## src/rtl/pc_sequencer_pkg.sv

```systemverilog
// Shared constants and next-PC select encoding for the fetch PC sequencer.
package pc_sequencer_pkg;

  localparam logic [31:0] EXC_VEC_DEFAULT = 32'h8000_0180;

  typedef enum logic [2:0] {
    SEL_SEQ,
    SEL_HOLD,
    SEL_BR,
    SEL_JR,
    SEL_J,
    SEL_EXC,
    SEL_FAULT
  } next_pc_sel_t;

endpackage

```

## src/rtl/pc_ras.sv

```systemverilog
// Circular return-address stack: saturating count, oldest entry overwritten when full.
module pc_ras #(
  parameter int ADDR_W = 32,
  parameter int DEPTH  = 4
) (
  input  logic              clk,
  input  logic              rst_n,
  input  logic              flush,
  input  logic              push,
  input  logic              pop,
  input  logic [ADDR_W-1:0] push_addr,
  output logic [ADDR_W-1:0] top,
  output logic              valid
);
  localparam int PW = $clog2(DEPTH);
  localparam int CW = PW + 1;

  logic [DEPTH-1:0][ADDR_W-1:0] mem;
  logic [PW-1:0]                wr_ptr;
  logic [PW-1:0]                top_ptr;
  logic [CW-1:0]                count;

  assign top_ptr = wr_ptr - PW'(1);
  assign valid   = (count != '0);
  assign top     = valid ? mem[top_ptr] : '0;

  always_ff @(posedge clk or negedge rst_n) begin
    if (!rst_n) begin
      mem    <= '0;
      wr_ptr <= '0;
      count  <= '0;
    end else if (flush) begin
      count <= '0;
    end else if (push && pop && valid) begin
      mem[top_ptr] <= push_addr;
    end else if (push) begin
      // wr_ptr wraps onto the oldest slot once full, so a push overwrites it
      mem[wr_ptr] <= push_addr;
      wr_ptr      <= wr_ptr + PW'(1);
      if (count != CW'(DEPTH)) count <= count + CW'(1);
    end else if (pop && valid) begin
      wr_ptr <= top_ptr;
      count  <= count - CW'(1);
    end
  end

endmodule

```

## src/rtl/pc_sequencer.sv

```systemverilog
// Fetch PC register with prioritised next-PC select, target alignment check and RAS.
module pc_sequencer
  import pc_sequencer_pkg::*;
#(
  parameter int               ADDR_W    = 32,
  parameter int               INC       = 4,
  parameter logic [ADDR_W-1:0] RESET_PC = '0,
  parameter logic [31:0]      EXC_VEC   = EXC_VEC_DEFAULT,
  parameter int               RAS_DEPTH = 4
) (
  input  logic              Clk,
  input  logic              Reset,
  input  logic              Stall,
  input  logic              Exception,
  input  logic              BranchTaken,
  input  logic [ADDR_W-1:0] BranchTarget,
  input  logic              JumpReg,
  input  logic [ADDR_W-1:0] JRTarget,
  input  logic              Jump,
  input  logic [ADDR_W-1:0] JumpTarget,
  input  logic              RasPush,
  input  logic [ADDR_W-1:0] RasPushAddr,
  input  logic              RasPop,
  output logic [ADDR_W-1:0] PC,
  output logic [ADDR_W-1:0] PCPlusInc,
  output logic [ADDR_W-1:0] RasTop,
  output logic              RasValid,
  output logic              AlignFault,
  output logic [ADDR_W-1:0] FaultAddr
);
  localparam logic [ADDR_W-1:0] EXC_PC     = ADDR_W'(EXC_VEC);
  localparam logic [ADDR_W-1:0] ALIGN_MASK = ADDR_W'(INC - 1);

  next_pc_sel_t      sel;
  logic [ADDR_W-1:0] tgt;
  logic [ADDR_W-1:0] next_pc;
  logic              flush;

  assign PCPlusInc = PC + ADDR_W'(INC);

  always_comb begin
    sel = SEL_SEQ;
    tgt = '0;
    if (Exception)        sel = SEL_EXC;
    else if (BranchTaken) begin sel = SEL_BR; tgt = BranchTarget; end
    else if (JumpReg)     begin sel = SEL_JR; tgt = JRTarget;     end
    else if (Jump)        begin sel = SEL_J;  tgt = JumpTarget;   end
    else if (Stall)       sel = SEL_HOLD;
    // only explicit redirect targets are alignment-checked
    if ((sel == SEL_BR || sel == SEL_JR || sel == SEL_J) && ((tgt & ALIGN_MASK) != '0))
      sel = SEL_FAULT;
  end

  always_comb begin
    next_pc = PCPlusInc;
    case (sel)
      SEL_HOLD:              next_pc = PC;
      SEL_BR, SEL_JR, SEL_J: next_pc = tgt;
      SEL_EXC, SEL_FAULT:    next_pc = EXC_PC;
      default:               next_pc = PCPlusInc;
    endcase
  end

  assign flush = (sel == SEL_EXC) || (sel == SEL_FAULT);

  always_ff @(posedge Clk or negedge Reset) begin
    if (!Reset) begin
      PC         <= RESET_PC;
      AlignFault <= 1'b0;
      FaultAddr  <= '0;
    end else begin
      PC         <= next_pc;
      AlignFault <= (sel == SEL_FAULT);
      if (sel == SEL_FAULT) FaultAddr <= tgt;
    end
  end

  pc_ras #(.ADDR_W(ADDR_W), .DEPTH(RAS_DEPTH)) u_ras (
    .clk       (Clk),
    .rst_n     (Reset),
    .flush     (flush),
    .push      (RasPush && !Stall),
    .pop       (RasPop && !Stall),
    .push_addr (RasPushAddr),
    .top       (RasTop),
    .valid     (RasValid)
  );

endmodule

```

## config.mk

```make
export PLATFORM = sky130hd
export DESIGN_NAME = pc_sequencer
export DESIGN_NICKNAME = d
export VERILOG_FILES = /design/src/rtl/pc_sequencer_pkg.sv /design/src/rtl/pc_ras.sv /design/src/rtl/pc_sequencer.sv
export SDC_FILE = /design/constraint.sdc
export NUM_CORES = 1
export LEC_CHECK = 0
export ABC_AREA = 1
export CAP_MARGIN = 20
export CELL_PAD_IN_SITES_DETAIL_PLACEMENT = 1
export CELL_PAD_IN_SITES_GLOBAL_PLACEMENT = 2
export CORE_MARGIN = 3
export CORE_UTILIZATION = 27
export CTS_CLUSTER_SIZE = 12
export DETAILED_ROUTE_END_ITERATION = 8
export PLACE_DENSITY_LB_ADDON = 0.08
export SLEW_MARGIN = 20
export SYNTH_ARGS = -nofsm -noshare
export SYNTH_HDL_FRONTEND = slang
export SYNTH_SLANG_ARGS = --single-unit
```

## constraint.sdc

```tcl
create_clock -name Clk -period 3.61 [get_ports Clk]
set_input_delay 0.722 -clock Clk [delete_from_list [all_inputs] [get_ports Clk]]
set_output_delay 0.722 -clock Clk [all_outputs]
set_load 0.01 [all_outputs]
```

Word-level counts from Yosys, hierarchy flattened
Index checks and enable logic that the tools add are counted.
{ "totals": {"register_bits": 198, "out_inout_bits": 130} }
{ "classes": {"addsub": 5, "order_cmp": 4, "eq_ne": 12, "muxes": 29, "n_bitwise": 2, "reduce_logical": 22} }
{ "ops": {"columns": ["op", "count"], "rows": [
  ["128-bit bitwise mux", 2],
  ["128-bit 2-to-1 mux", 2],
  ["32-bit 2-to-1 mux", 8],
  ["32-bit demux with 2-bit select", 2],
  ["32-bit one-hot mux with 3 select lines", 1],
  ["32-bit binary-select mux with 2-bit select", 1],
  ["32-bit by 3-bit adder with 32-bit output, second input constant", 1],
  ["32-bit nonzero test", 1],
  ["3-bit 2-to-1 mux", 10],
  ["3-bit by 2-bit == test with 1-bit output, second input constant", 4],
  ["3-bit == test, second input constant", 4],
  ["1-bit logical AND", 8],
  ["2-bit by 3-bit < comparator with 1-bit output, second input constant", 2],
  ["3-bit inequality test, second input constant", 2],
  ["3-bit AND reduction", 2],
  ["3-bit nonzero test", 2],
  ["2-bit by 1-bit greater-or-equal comparator with 1-bit output, second input constant", 2],
  ["2-bit 2-to-1 mux", 2],
  ["2-bit nonzero test", 2],
  ["3-bit by 1-bit adder with 3-bit output, second input constant", 1],
  ["3-bit by 1-bit == test with 1-bit output, second input constant", 1],
  ["1-bit logical OR", 3],
  ["3-bit OR reduction", 1],
  ["3-bit by 1-bit subtractor with 3-bit output, second input constant", 1],
  ["other kinds (8)", 9]
]} }

Depth between registers and ports, before layout
{ "depth": {"ltp_word": 14, "ltp_mapped": 13} }

Hierarchy
Synthesis repeated with hierarchy kept, for this count alone.
{ "hier_totals": {"cells_unflattened": 1587, "area_unflattened_um2": 11558.6} }
{ "modules_own_cells": {"columns": ["module", "instances", "cells_per_inst", "area_per_inst_um2"], "rows": [
  ["pc_ras", 1, 882, 6929.1],
  ["pc_sequencer", 1, 705, 4629.4]
]} }

Least setup slack after synthesis
No wires, ideal clock.
{ "synth_timing": {"path_kind": "flip-flop to output port", "startpoint": "reg u_ras.wr_ptr[0]", "endpoint": "out RasTop[22]", "t_arrival_ns": 2.098, "path_slack_ns": 0.790, "stages_incl_launch_ff": 11, "path_buffers": 4, "path_cell_list": "dfrtp_1 inv_1 clkbuf_1 clkbuf_1 ha_1 clkbuf_1 inv_1 buf_1 nor2_1 o21ai_0 a21oi_1"} }
{ "synth_via": {"elab_chain_cells": 4} }
{ "synth_lines": {"columns": ["item", "line_no", "source"], "rows": [
  ["from (decl)", "pc_ras.sv:19", "logic [PW-1:0] wr_ptr;"],
  ["from (signal assigned)", "pc_ras.sv:39", "wr_ptr <= wr_ptr + PW'(1);"],
  ["from (signal assigned)", "pc_ras.sv:42", "wr_ptr <= top_ptr;"],
  ["2-bit by 1-bit subtractor with 2-bit output", "pc_ras.sv:23", "assign top_ptr = wr_ptr - PW'(1);"],
  ["named net u_ras.top_ptr[0]", "pc_ras.sv:20", "logic [PW-1:0] top_ptr;"],
  ["32-bit binary-select mux with 2-bit select", "pc_ras.sv:25", "assign top = valid ? mem[top_ptr] : '0;"],
  ["32-bit 2-to-1 mux (not written as such)", "pc_ras.sv:25", null],
  ["32-bit 2-to-1 mux", "pc_ras.sv:25", null],
  ["to (decl)", "pc_sequencer.sv:26", "output logic [ADDR_W-1:0] RasTop,"]
]} }
The timed path passes the listed nets, and every way through them passes these cells. The select of a mux whose other input is x is not followed.

Final worst setup path
{ "layout_timing": {"startpoint": "reg u_ras.wr_ptr[1]", "endpoint": "out RasTop[18]"} }
{ "layout_via": {"elab_chain_cells": 4} }
{ "layout_lines": {"columns": ["item", "line_no"], "rows": [
  ["2-bit by 1-bit subtractor with 2-bit output", "pc_ras.sv:23"],
  ["32-bit binary-select mux with 2-bit select", "pc_ras.sv:25"],
  ["32-bit 2-to-1 mux (not written as such)", "pc_ras.sv:25"],
  ["32-bit 2-to-1 mux", "pc_ras.sv:25"]
]} }
No other way between the ends. The select of a mux whose other input is x is not followed.

==> summary.txt <==
Status
  • Outcome: completed

Setup path
  • Reg2reg end: u_ras.mem[39]
  • Worst R2R Start: u_ras.wr_ptr[0]
  • CP Data Required Time: a little under 3 ns
  • Crit path capture type: output pin
  • CP Buf/Inv Count: 4
  • R2R depth: 9
  • CP Cell Sequence: inv_1, ha_2, clkinvlp_4, buf_12, nor2_1, o21ai_0, a21oi_1, clkdlybuf4s50_1
  • Slowest stage cell, crit path: clkdlybuf4s50_1
  • Critical-path maximum fanout: 26
  • CP max stage delay: just under 0.6 ns
  • Reg2Reg Setup Slack: 1.44 ns
  • Critical path type: flip-flop to output pin
  • Cell family with most CP delay: buffers and inverters
  • Startpoint Class: flip-flop
  • Worst EP arrival: between 2 and 3 ns

Synth
  • Largest family of logic cells by synthesized area: simple AND/OR/NAND/NOR gates
  • Sequential share of the synthesized area: 46.69%
  • Unique masters post-synth: 27
  • Syn_nets: 1618
  • Post-synthesis instance total: 1473
  • Post-synth top flop: dfrtp_1
  • Adder-cell share of the synthesized area: 1.014%
  • Post-Synth Simple-Gate Area: 27.01%
  • Synth async-reset ratio: 100.0%
  • Synth Area in XOR/XNOR: 0.9078%
  • Count leader, synth: nand2_1
  • Cell taking the most area after synthesis: dfrtp_1
  • Synth top area cells: dfrtp_1 47%, nand2_1 14%, nor2_1 9.8%
  • Mux cell area share after synthesis: approximately 1.8%
  • Most frequent cells after synthesis: 405 x nand2_1, 278 x nor2_1, 198 x dfrtp_1
  • #FFs+latches synth: 198
  • Post-synthesis compound-gate area fraction: 15.80%
  • Synth Cell Area: 0.01061 mm²
  • Syn_area_per_cell: 7.205 µm²
  • Number of synthesized flops with an enable pin: 0
  • Yosys synthesis warning count: 0
  • Top cell type's share of synthesized area: 46.69%

Routing
  • Routed WL: 41.28 mm
  • First drt pass iteration count: 4
  • Via count: 10480
  • Vias per inst: 4.704
  • Routed Antenna Nets: 0
  • Routed len/inst: 18.53 µm
  • Post-route DRC: 0
  • DRT iter0 DRCs: 474

Floorplanning
  • Row cnt: 71
  • Core ar.: approximately 0.038 mm²
  • # IOs: between 200 and 300
  • Die Y: 204.3 µm
  • Initial Util: ~28%
  • Die area: 0.04172 mm²
  • Die X: 204.3 µm

STA
  • Final setup viols: 0
  • Post-Route Skew: 0.01497 ns
  • Setup TNS: 0 ns
  • Worst-Margin Slew: 0.7078 ns
  • Number of hold violations in the final report: 0
  • Slew Viols, Final: 0
  • Hold WS: ~0.28 ns
  • Top achievable clock speed: 0.2908 GHz
  • Final min period: 3.438 ns
  • Period utilization: 95.24%
  • Rel. slew slack: 52.81%
  • RSZ-0062 raised after global routing: false

Clock tree
  • Hold-fix buffers, CTS: 0
  • Clock tree buffer depth: 2
  • CTS tree: done
  • CTS Buf Count: 17
  • CTS sink cnt: 198
  • Worst-path clk slew: 0.07 ns
  • Later-pin clock latency in the skew report: 0.45 ns
  • H-tree levels: 4
  • CTS Root Cell: clkbuf_16

Finish
  • Multi-input gate area: 0.004962 mm²
  • Finished Core Util: 37.97%
  • Fin nets: about 1900
  • Seq. cell area: 0.004956 mm²
  • Area growth, synth to finish: 36.68%
  • Layout cells sized above 1: 5.944%
  • Fillers: 4660

Pwr
  • Pwr/cell area: 603.5 mW/mm²
  • VDD IR max: 343.4 µV
  • Leakage: 6.472 nW

Global routing
  • Total GRT Usage: 19.89%
  • First-pass GRT wire length: between 60 and 70 mm
  • Initial antenna violation count: 1
  • Largest net degree at the start of global routing: 69
  • Vias in the first global route: 11040
  • Total grt overflow: 0

Run
  • Max_cap viols: 0

Placed design
  • Port Buffers: 266
  • Placer congestion estimate: 0.7764
  • Post-DP HPWL: approximately 30 mm

Hold path
  • Type of the worst min-delay path: primary input to asynchronous set/reset pin
## metrics by stage
| stage | area [µm²] | power, W | setup WS, ns | std cells |
|---|---|---|---|---|
| after floorplan | 10610 | 0.005329 | 0.7902 | 1473 |
| after global placement | 13860 | 0.006732 | 0.4160 | 2196 |
| after detailed placement | 13860 | 0.006822 | 0.4120 | 2196 |
| after CTS | 14470 | 0.008918 | 0.004921 | 2227 |
| after global routing | 14510 | 0.009549 | 0.007341 | 2228 |
| final | 14510 | 0.008754 | 0.1717 | 2228 |
## timing repair
| item | in CTS | in global routing |
|---|---|---|
| endpoints found under the setup margin | 11 | 14 |
| pin swaps | 0 | 5 |
| gates resized for setup | 3 | 10 |
| setup buffers | 1 | 0 |
## power breakdown
| group | total, W | internal (W) | leakage (nW) | switching [W] |
|---|---|---|---|---|
| registers | 0.00338 | 0.00297 | 2.55 | 0.000408 |
| clock network | 0.00201 | 0.00110 | 0.295 | 0.000905 |
| logic | 0.00337 | 0.00143 | 3.63 | 0.00194 |
| total | 0.00875 | 0.00550 | 6.47 | 0.00325 |
## kinds of logic after synthesis
logic type | Yosys count
xor gates and xnor gates | 11
AOI/OAI and AO/OA | 335
and+or+nand+nor | 731
buffers and inverters | 173
muxes | 17
adders and majority gates | 8
DFF | 198
## worst reg2reg max path, stage by stage (launching register included)
cell     delay (ns)
dfrtp_2        0.42
inv_2          0.06
buf_4          0.54
ha_1           0.26
nand2_1        0.05
nand2_1        0.07
nand2_2        0.05
buf_4          0.33
nand2_1        0.18
o21ai_1        0.07
## layout by cell type (no fill, tap or decap), drive strengths merged, types with 2 or more instances in the layout
master,count
and2,2
nand3,27
xnor2,2
o21ai,238
ha,7
dlymetal6s2s,5
inv,95
bufinv,2
clkdlybuf4s50,259
nand4,6
clkbuf,23
buf,29
xor2,9
a21oi,97
nor2,281
or2,2
clkinv,2
dfrtp,198
nand2,411
mux2,17
## worst max-delay path by stage
stage,endpoint,start,slack (ns),cells past startpoint
6_report,RasTop[18],u_ras.wr_ptr[1],0.17,8
5_1_grt,RasTop[18],u_ras.wr_ptr[1],0.007,8
4_1_cts,RasTop[2],u_ras.wr_ptr[1],0.005,8
3_5_place_dp,RasTop[1],u_ras.wr_ptr[1],0.41,8
3_3_place_gp,RasTop[1],u_ras.wr_ptr[1],0.42,8
2_1_floorplan,RasTop[22],u_ras.wr_ptr[0],0.79,10
## flip-flops by register name, summed over array words and instances, names as in the netlist
register	cells
u_ras.mem	128
u_ras.count	3
u_ras.wr_ptr	2
PC	32
AlignFault	1
FaultAddr	32
## routing by layer
metal	vias to the layer above	wire, µm	global-route usage, %
li1	5155	-	-
met4	0	878	5.431
met2	184	20360	34.30
met1	5108	18680	25.95
met3	33	1359	3.106
met5	-	0	0
## cell type report
class / count / area share, %
antenna: 1 / 0.01725
tap: 511 / 4.408
clock inverter: 8 / 0.7677
sequential: 198 / 34.17
clock buffer: 22 / 3.338
inverter: 92 / 2.407
multi-input combinational: 1102 / 34.21
timing repair buffer: 294 / 20.68
(Power assumes the default switching activity.)
